--- config.mk ---
export PLATFORM = sky130hd
export DESIGN_NAME = alarm_bank
export DESIGN_NICKNAME = d
export VERILOG_FILES = /design/src/rtl/alarm_bank_pkg.sv /design/src/rtl/alarm_channel.sv /design/src/rtl/alarm_bank.sv
export SDC_FILE = /design/constraint.sdc
export NUM_CORES = 1
export LEC_CHECK = 0
export ABC_AREA = 0
export BUFFER_PORTS_ARGS = -buffer_cell sky130_fd_sc_hd__buf_4
export CORE_MARGIN = 2
export CORE_UTILIZATION = 55
export DETAILED_ROUTE_END_ITERATION = 10
export GPL_TIMING_DRIVEN = 0
export PLACE_DENSITY = 0.86
export RECOVER_POWER = 25
export SYNTH_ARGS = -nofsm -noshare
export SYNTH_HDL_FRONTEND = slang
export SYNTH_SLANG_ARGS = --single-unit
export TNS_END_PERCENT = 50
--- constraint.sdc ---
create_clock -name i_Clk -period 4.1 [get_ports i_Clk]
set_input_delay 0.205 -clock i_Clk [delete_from_list [all_inputs] [get_ports i_Clk]]
set_output_delay 0.205 -clock i_Clk [all_outputs]
set_load 0.02 [all_outputs]
--- src/rtl/alarm_bank_pkg.sv ---
// alarm_bank shared types, day/time constants and
// the 24h to 12h BCD display conversion.
package alarm_bank_pkg;

  typedef enum logic [1:0] {
    DISABLED = 2'd0,
    ARMED    = 2'd1,
    RINGING  = 2'd2,
    SNOOZED  = 2'd3
  } alarm_state_t;

  localparam int MINUTES_PER_DAY  = 1440;
  localparam int HOURS_PER_DAY    = 24;
  localparam int MINUTES_PER_HOUR = 60;

  // returns {H1,H0,M1,M0}; midnight hour shows as 12
  function automatic logic [15:0] to_bcd12(
    input logic [4:0] hours,
    input logic [5:0] minutes
  );
    logic [3:0] h12;
    logic [3:0] h1;
    logic [3:0] h0;
    logic [3:0] m1;
    logic [3:0] m0;
    unique case (1'b1)
      (hours == 5'd0): h12 = 4'd12;
      (hours > 5'd12): h12 = 4'(hours - 5'd12);
      default:         h12 = 4'(hours);
    endcase
    h1 = (h12 >= 4'd10) ? 4'd1 : 4'd0;
    h0 = (h12 >= 4'd10) ? h12 - 4'd10 : h12;
    m1 = 4'(minutes / 6'd10);
    m0 = 4'(minutes % 6'd10);
    return {h1, h0, m1, m0};
  endfunction

endpackage

--- src/rtl/alarm_channel.sv ---
// One alarm channel: stored time, enable/ring/snooze
// state machine and the shared ring/snooze tick counter.
module alarm_channel
  import alarm_bank_pkg::*;
#(
  parameter int START_HOURS    = 0,
  parameter int START_MINUTES  = 0,
  parameter int SNOOZE_MINUTES = 9,
  parameter int RING_SECONDS   = 60
) (
  input  logic        clk,
  input  logic        rst,
  input  logic        min_inc,
  input  logic        min_dec,
  input  logic        hr_inc,
  input  logic        hr_dec,
  input  logic        toggle,
  input  logic        snooze,
  input  logic        dismiss,
  input  logic        second_tick,
  input  logic        rollover,
  input  logic [10:0] time_minutes,
  output logic [4:0]  hours,
  output logic [5:0]  minutes,
  output logic        enabled,
  output logic        ring
);

  localparam int SNZ_TICKS =
    SNOOZE_MINUTES * MINUTES_PER_HOUR;
  localparam int CNT_MAX =
    (RING_SECONDS > SNZ_TICKS) ? RING_SECONDS : SNZ_TICKS;
  localparam int CW = $clog2(CNT_MAX + 1);

  localparam logic [5:0] MIN_LAST =
    6'(MINUTES_PER_HOUR - 1);
  localparam logic [4:0] HR_LAST =
    5'(HOURS_PER_DAY - 1);

  alarm_state_t state;
  alarm_state_t state_nx;
  logic [CW-1:0] cnt;
  logic [10:0]   cmp;
  logic          fire;
  logic          ring_done;
  logic          snz_done;
  logic          enter_cnt;
  logic          counting;

  assign cmp = 11'(hours) * 11'(MINUTES_PER_HOUR)
             + 11'(minutes);
  assign fire = rollover && (time_minutes == cmp);
  assign ring_done = second_tick
    && (cnt == CW'(RING_SECONDS - 1));
  assign snz_done = second_tick
    && (cnt == CW'(SNZ_TICKS - 1));

  always_ff @(posedge clk) begin
    if (rst) state <= DISABLED;
    else     state <= state_nx;
  end

  always_comb begin
    state_nx = state;
    if (toggle) begin
      state_nx = (state == DISABLED) ? ARMED : DISABLED;
    end else begin
      case (state)
        RINGING: begin
          if (dismiss)        state_nx = ARMED;
          else if (snooze)    state_nx = SNOOZED;
          else if (ring_done) state_nx = ARMED;
        end
        SNOOZED: begin
          if (dismiss)       state_nx = ARMED;
          else if (snz_done) state_nx = RINGING;
        end
        ARMED: begin
          if (fire) state_nx = RINGING;
        end
        default: state_nx = state;
      endcase
    end
  end

  always_comb begin
    enabled   = (state != DISABLED);
    ring      = (state == RINGING);
    counting  = (state == RINGING) || (state == SNOOZED);
    enter_cnt = (state_nx != state)
      && ((state_nx == RINGING) || (state_nx == SNOOZED));
  end

  always_ff @(posedge clk) begin
    if (rst)
      cnt <= '0;
    else if (enter_cnt)
      cnt <= '0;
    else if (second_tick && counting)
      cnt <= cnt + 1'b1;
  end

  // fields wrap independently; no carry between them
  always_ff @(posedge clk) begin
    if (rst) begin
      hours   <= 5'(START_HOURS);
      minutes <= 6'(START_MINUTES);
    end else begin
      if (min_inc && !min_dec)
        minutes <= (minutes == MIN_LAST) ? 6'd0
                 : minutes + 6'd1;
      else if (min_dec && !min_inc)
        minutes <= (minutes == 6'd0) ? MIN_LAST
                 : minutes - 6'd1;
      if (hr_inc && !hr_dec)
        hours <= (hours == HR_LAST) ? 5'd0
               : hours + 5'd1;
      else if (hr_dec && !hr_inc)
        hours <= (hours == 5'd0) ? HR_LAST
               : hours - 5'd1;
    end
  end

endmodule

--- src/rtl/alarm_bank.sv ---
// Multi-channel alarm bank: per-channel edit strobes,
// minute rollover detect and registered 12h display.
module alarm_bank
  import alarm_bank_pkg::*;
#(
  parameter int NUM_ALARMS     = 4,
  parameter int START_HOURS    = 0,
  parameter int START_MINUTES  = 0,
  parameter int SNOOZE_MINUTES = 9,
  parameter int RING_SECONDS   = 60,
  localparam int SEL_W =
    (NUM_ALARMS > 1) ? $clog2(NUM_ALARMS) : 1
) (
  input  logic                  i_Clk,
  input  logic                  i_Reset,
  input  logic [SEL_W-1:0]      i_Sel,
  input  logic                  i_Minutes_Inc,
  input  logic                  i_Minutes_Dec,
  input  logic                  i_Hours_Inc,
  input  logic                  i_Hours_Dec,
  input  logic                  i_Enable_Toggle,
  input  logic                  i_Snooze,
  input  logic                  i_Dismiss,
  input  logic [10:0]           i_Time_Minutes,
  input  logic                  i_Second_Tick,
  output logic [15:0]           o_Alarm_BCD,
  output logic                  o_PM,
  output logic [NUM_ALARMS-1:0] o_Enabled,
  output logic [NUM_ALARMS-1:0] o_Ring,
  output logic                  o_Ringing
);

  logic [10:0]           time_q;
  logic                  rollover;
  logic [NUM_ALARMS-1:0] hit;
  logic [4:0]            hours   [NUM_ALARMS];
  logic [5:0]            minutes [NUM_ALARMS];
  logic [4:0]            hr_sel;
  logic [5:0]            mn_sel;

  always_ff @(posedge i_Clk) begin
    time_q <= i_Time_Minutes;
  end

  assign rollover = (i_Time_Minutes != time_q);

  // out-of-range selects match no channel
  always_comb begin
    for (int i = 0; i < NUM_ALARMS; i++)
      hit[i] = (i_Sel == SEL_W'(i));
  end

  for (genvar g = 0; g < NUM_ALARMS; g++) begin : g_ch
    alarm_channel #(
      .START_HOURS    (START_HOURS),
      .START_MINUTES  (START_MINUTES),
      .SNOOZE_MINUTES (SNOOZE_MINUTES),
      .RING_SECONDS   (RING_SECONDS)
    ) u_ch (
      .clk          (i_Clk),
      .rst          (i_Reset),
      .min_inc      (i_Minutes_Inc & hit[g]),
      .min_dec      (i_Minutes_Dec & hit[g]),
      .hr_inc       (i_Hours_Inc & hit[g]),
      .hr_dec       (i_Hours_Dec & hit[g]),
      .toggle       (i_Enable_Toggle & hit[g]),
      .snooze       (i_Snooze),
      .dismiss      (i_Dismiss),
      .second_tick  (i_Second_Tick),
      .rollover     (rollover),
      .time_minutes (i_Time_Minutes),
      .hours        (hours[g]),
      .minutes      (minutes[g]),
      .enabled      (o_Enabled[g]),
      .ring         (o_Ring[g])
    );
  end

  assign o_Ringing = |o_Ring;

  always_comb begin
    hr_sel = hours[0];
    mn_sel = minutes[0];
    for (int i = 1; i < NUM_ALARMS; i++) begin
      if (hit[i]) begin
        hr_sel = hours[i];
        mn_sel = minutes[i];
      end
    end
  end

  always_ff @(posedge i_Clk) begin
    if (i_Reset) begin
      o_Alarm_BCD <= to_bcd12(5'(START_HOURS),
                              6'(START_MINUTES));
      o_PM        <= (START_HOURS >= 12);
    end else begin
      o_Alarm_BCD <= to_bcd12(hr_sel, mn_sel);
      o_PM        <= (hr_sel >= 5'd12);
    end
  end

endmodule

==> summary.md <==
| Metric | Value |
|---|---|
| Outcome | `finished with violations` |
| Failing checks | `negative setup slack` |
| Most common cell after layout, fill and taps aside | `ha_1` |
| Power share of the combinational group | `slightly above 40%` |
| Multi-input gate area | `0.00860 mm^2` |
| Clk sinks | `116` |
| CP Capture Type | `flip-flop` |
| Cells after Synth | `between 1,000 and 1,500` |
| CP peak stage delay | `0.60 ns` |
| Routability cong. | `approximately 0.97` |
| CTS Buf Count | `17` |
| Clock power frac | `32.6%` |
| Vias in the first global route | `10,500` |
| Min-delay worst type | `in -> reg` |
| Drt via density | `6.36` |
| Fmax | `231 MHz` |
| Core area | `between 0.02 and 0.025 mm^2` |
| Max clock buf depth | `2` |
| Rows | `52` |
| Die area | `0.0216 mm^2` |
| Post-Route Skew | `0.00808 ns` |
| EDFF count, synth | `0` |
| Setup TNS | `-5.18 ns` |
| PortBufs | `40` |
| Most used DFF post-synth | `dfxtp_1` |
| Final Cycle Share | `106%` |
| Die width | `147 um` |
| Synth Cell Area | `0.0112 mm^2` |
| RSZ-0062 raised after global routing | `yes` |
| Register share of total power | `27.1%` |
| Pin count of the biggest net entering global routing | `17` |
| Leakage dissipation | `5.62 nW` |
| Number of max-cap violations | `0` |
| Setup WS post-layout | `-0.228 ns` |
| Starting Density | `55.7%` |
| Crit path time final | `between 4 and 5 ns` |
| CP cell instances | `fa_1, fa_1, fa_2, a211oi_4, o21bai_1, and4bb_2, a21o_1, a211o_1, a311o_1, a211oi_4, buf_6, nor3_2` |
| Pint | `3.09 mW` |
| CP max-delay cell | `fa_1` |
| Worst Setup SP | `g_ch[0].u_ch.hours[2]$_SDFFE_PP0P_` |
| Post-route insts no fill | `1,764` |
| Hold Crit Start | `i_Dismiss` |
| CTS tree | `yes` |
| Worst-Margin Slew | `1.21 ns` |
| RR Startpoint | `g_ch[0].u_ch.hours[2]$_SDFFE_PP0P_` |
| Clock latency on the worst-skew pair | `around 0.44 ns` |
| DR WL/cell | `between 15 and 20 um` |
| Switching share of power | `37.2%` |
| Unique masters post-synth | `82` |
| Final Slew Violations | `0` |
| Share of cells above drive strength 1 | `17.1%` |
| Register Area | `0.00238 mm^2` |
| Final hold viol count | `0` |
| Power density over cell area | `369 mW/mm^2` |
| Seq cells post-synth | `around 120` |
| Die Y-Extent | `about 150 um` |
| Data required, critical path | `4.39 ns` |
| Sequential share of the synthesized area | `20.7%` |
| DR pass1 iterations | `6` |
| Filler cells | `about 1,500` |
| Drc violations | `0` |
| Final wirelength | `34,600 um` |
| Total power | `a little under 5 mW` |
| Fraction of registers with async set/reset | `0%` |
| CP arrival | `4.61 ns` |
| Pre-CTS setup slack | `-0.698 ns` |
| GRT Overall Usage | `between 20% and 30%` |
| Via count | `approximately 11,000` |
| Post-DP HPWL | `21,500 um` |
| ANT nets after route | `0` |
| Worst-path maximum fanout | `8` |
| VDD IR max | `roughly 0.28 mV` |
| Clk slew on worst S/H paths | `0.05 ns` |
| IO Pins | `49` |
| Nets@finish | `1,661` |
| NetSw | `approximately 1.8 mW` |
| Diodes inserted | `0` |
| CP startpoint kind | `flip-flop` |
| Rel. slew slack | `18.7%` |
| Antenna violations before repair | `0` |
| Area Growth Syn to Fin | `18.8%` |
| Commonest non-fill, non-tap cells in the layout | `ha_1 (119), nand2_1 (96), dfxtp_1 (96)` |
| Yosys warnings | `0` |
| Mean Syn Cell Area | `between 8 and 9 um^2` |
| Initial DRC count | `1,120` |
| Global-route wire length before repair | `51,000 um` |
| Final setup violation count | `40` |
| H-tree levels | `4` |
| Root Buffer | `clkbuf_16` |
| Grt ovf | `0` |
| Crit path kind | `reg -> reg` |
| Placed insts | `roughly 1,700` |
-- critical path: cells and delay by family (launching register included) --
kind	cells	cell delay (ns)
DFF	1	0.38
and+or+nand+nor	2	0.35
adders and majority gates	3	1.49
AOI/OAI and AO/OA	6	1.74
buffers and inverters	1	0.21
-- final cells by class --
| type | instances | area share (%) |
|---|---|---|
| clock inverter | 9 | 1.15 |
| buffer | 73 | 2.51 |
| tap | 270 | 2.53 |
| inverter | 92 | 2.61 |
| clock buffer | 21 | 3.45 |
| multi-input combinational | 1089 | 64.4 |
| timing repair buffer | 94 | 5.52 |
| sequential | 116 | 17.9 |
-- stage by stage --
| step | area [um^2] | utilization [%] | hold WS, ns |
|---|---|---|---|
| detailed placement | 11900 | 59.0 | 0.321 |
| global route | 13400 | 66.2 | 0.322 |
| floorplan | 11300 | - | 0.233 |
| finish | 13400 | 66.2 | 0.294 |
| global placement | 11900 | 59.0 | 0.318 |
| CTS | 12800 | 63.4 | 0.283 |
-- synth_stat cells, drive strengths merged (10+ instances only) --
master | number | share of area, %
o21bai | 10 | 0.67
nor3 | 36 | 1.6
clkbuf | 53 | 1.8
buf | 20 | 1.2
nand3 | 33 | 1.5
or3 | 12 | 0.67
nand2 | 98 | 3.3
and3 | 18 | 1.0
and2 | 35 | 1.9
ha | 123 | 14
xor2 | 63 | 4.9
nor2 | 81 | 2.7
a31oi | 24 | 1.3
or2 | 14 | 0.78
xnor2 | 58 | 4.6
a21oi | 94 | 4.2
nor2b | 18 | 1.0
o21ai | 81 | 3.6
nor4 | 40 | 2.3
a21o | 15 | 1.0
a211oi | 28 | 2.1
mux4 | 11 | 2.2
nand4 | 23 | 1.3
fa | 32 | 5.7
dfxtp | 116 | 21
inv | 91 | 3.0
-- routing by layer --
metal	track usage, %	vias up	share of wire, %	routed length, um
met4	15.4	0	7.4	2580
met3	5.03	215	9.0	3110
met5	0	-	0	0
met2	49.0	657	47	16100
met1	35.3	5246	37	12800
li1	-	5105	-	-
-- cell families after synthesis --
kind of cell	after synthesis	synth area share [%]
XOR/XNOR	122	9.71
buffers and inverters	165	6.06
adder cells (fa/ha/maj)	155	19.4
other	1	0.0334
flip-flops	116	20.7
AO/OA/AOI/OAI	342	20.4
multiplexers	16	2.69
AND/OR/NAND/NOR	450	21.1
-- sequential cells by signal, summed over array words and instances, names as in the netlist --
signal	cells
g_ch.u_ch.cnt	40
g_ch.u_ch.minutes	24
g_ch.u_ch.hours	20
o_Alarm_BCD	12
time_q	11
g_ch.u_ch.state	8
o_PM	1
-- power by group through the flow --
stage	logic [mW]	clock network [mW]	registers, mW
2_1_floorplan	1.28	0	1.34
3_3_place_gp	1.61	0	1.35
3_5_place_dp	1.67	0	1.35
4_1_cts	1.74	1.60	1.33
5_1_grt	2.15	1.65	1.35
6_report	1.99	1.61	1.34
-- final timing paths --
check	end	slack, ns	cells past startpoint
setup reg to reg	g_ch[0].u_ch.cnt[9]$_SDFFE_PP0P_	-0.23	12
hold reg to reg	g_ch[3].u_ch.hours[2]$_SDFFE_PP0P_	0.54	2
setup / recovery	g_ch[0].u_ch.cnt[9]$_SDFFE_PP0P_	-0.23	12
hold / removal	g_ch[1].u_ch.state[1]$_SDFF_PP0_	0.29	3
-- what timing repair did --
action / in CTS / in global routing
setup endpoints to repair: 48 / 48
resized for setup: 36 / 79
gates cloned: 0 / 2
buffers inserted: 9 / 32
hold buffers: 11 / 0
endpoints found under the hold margin: 11 / 0
pin swaps: 14 / 33
Power figures use the tool's default switching activity.
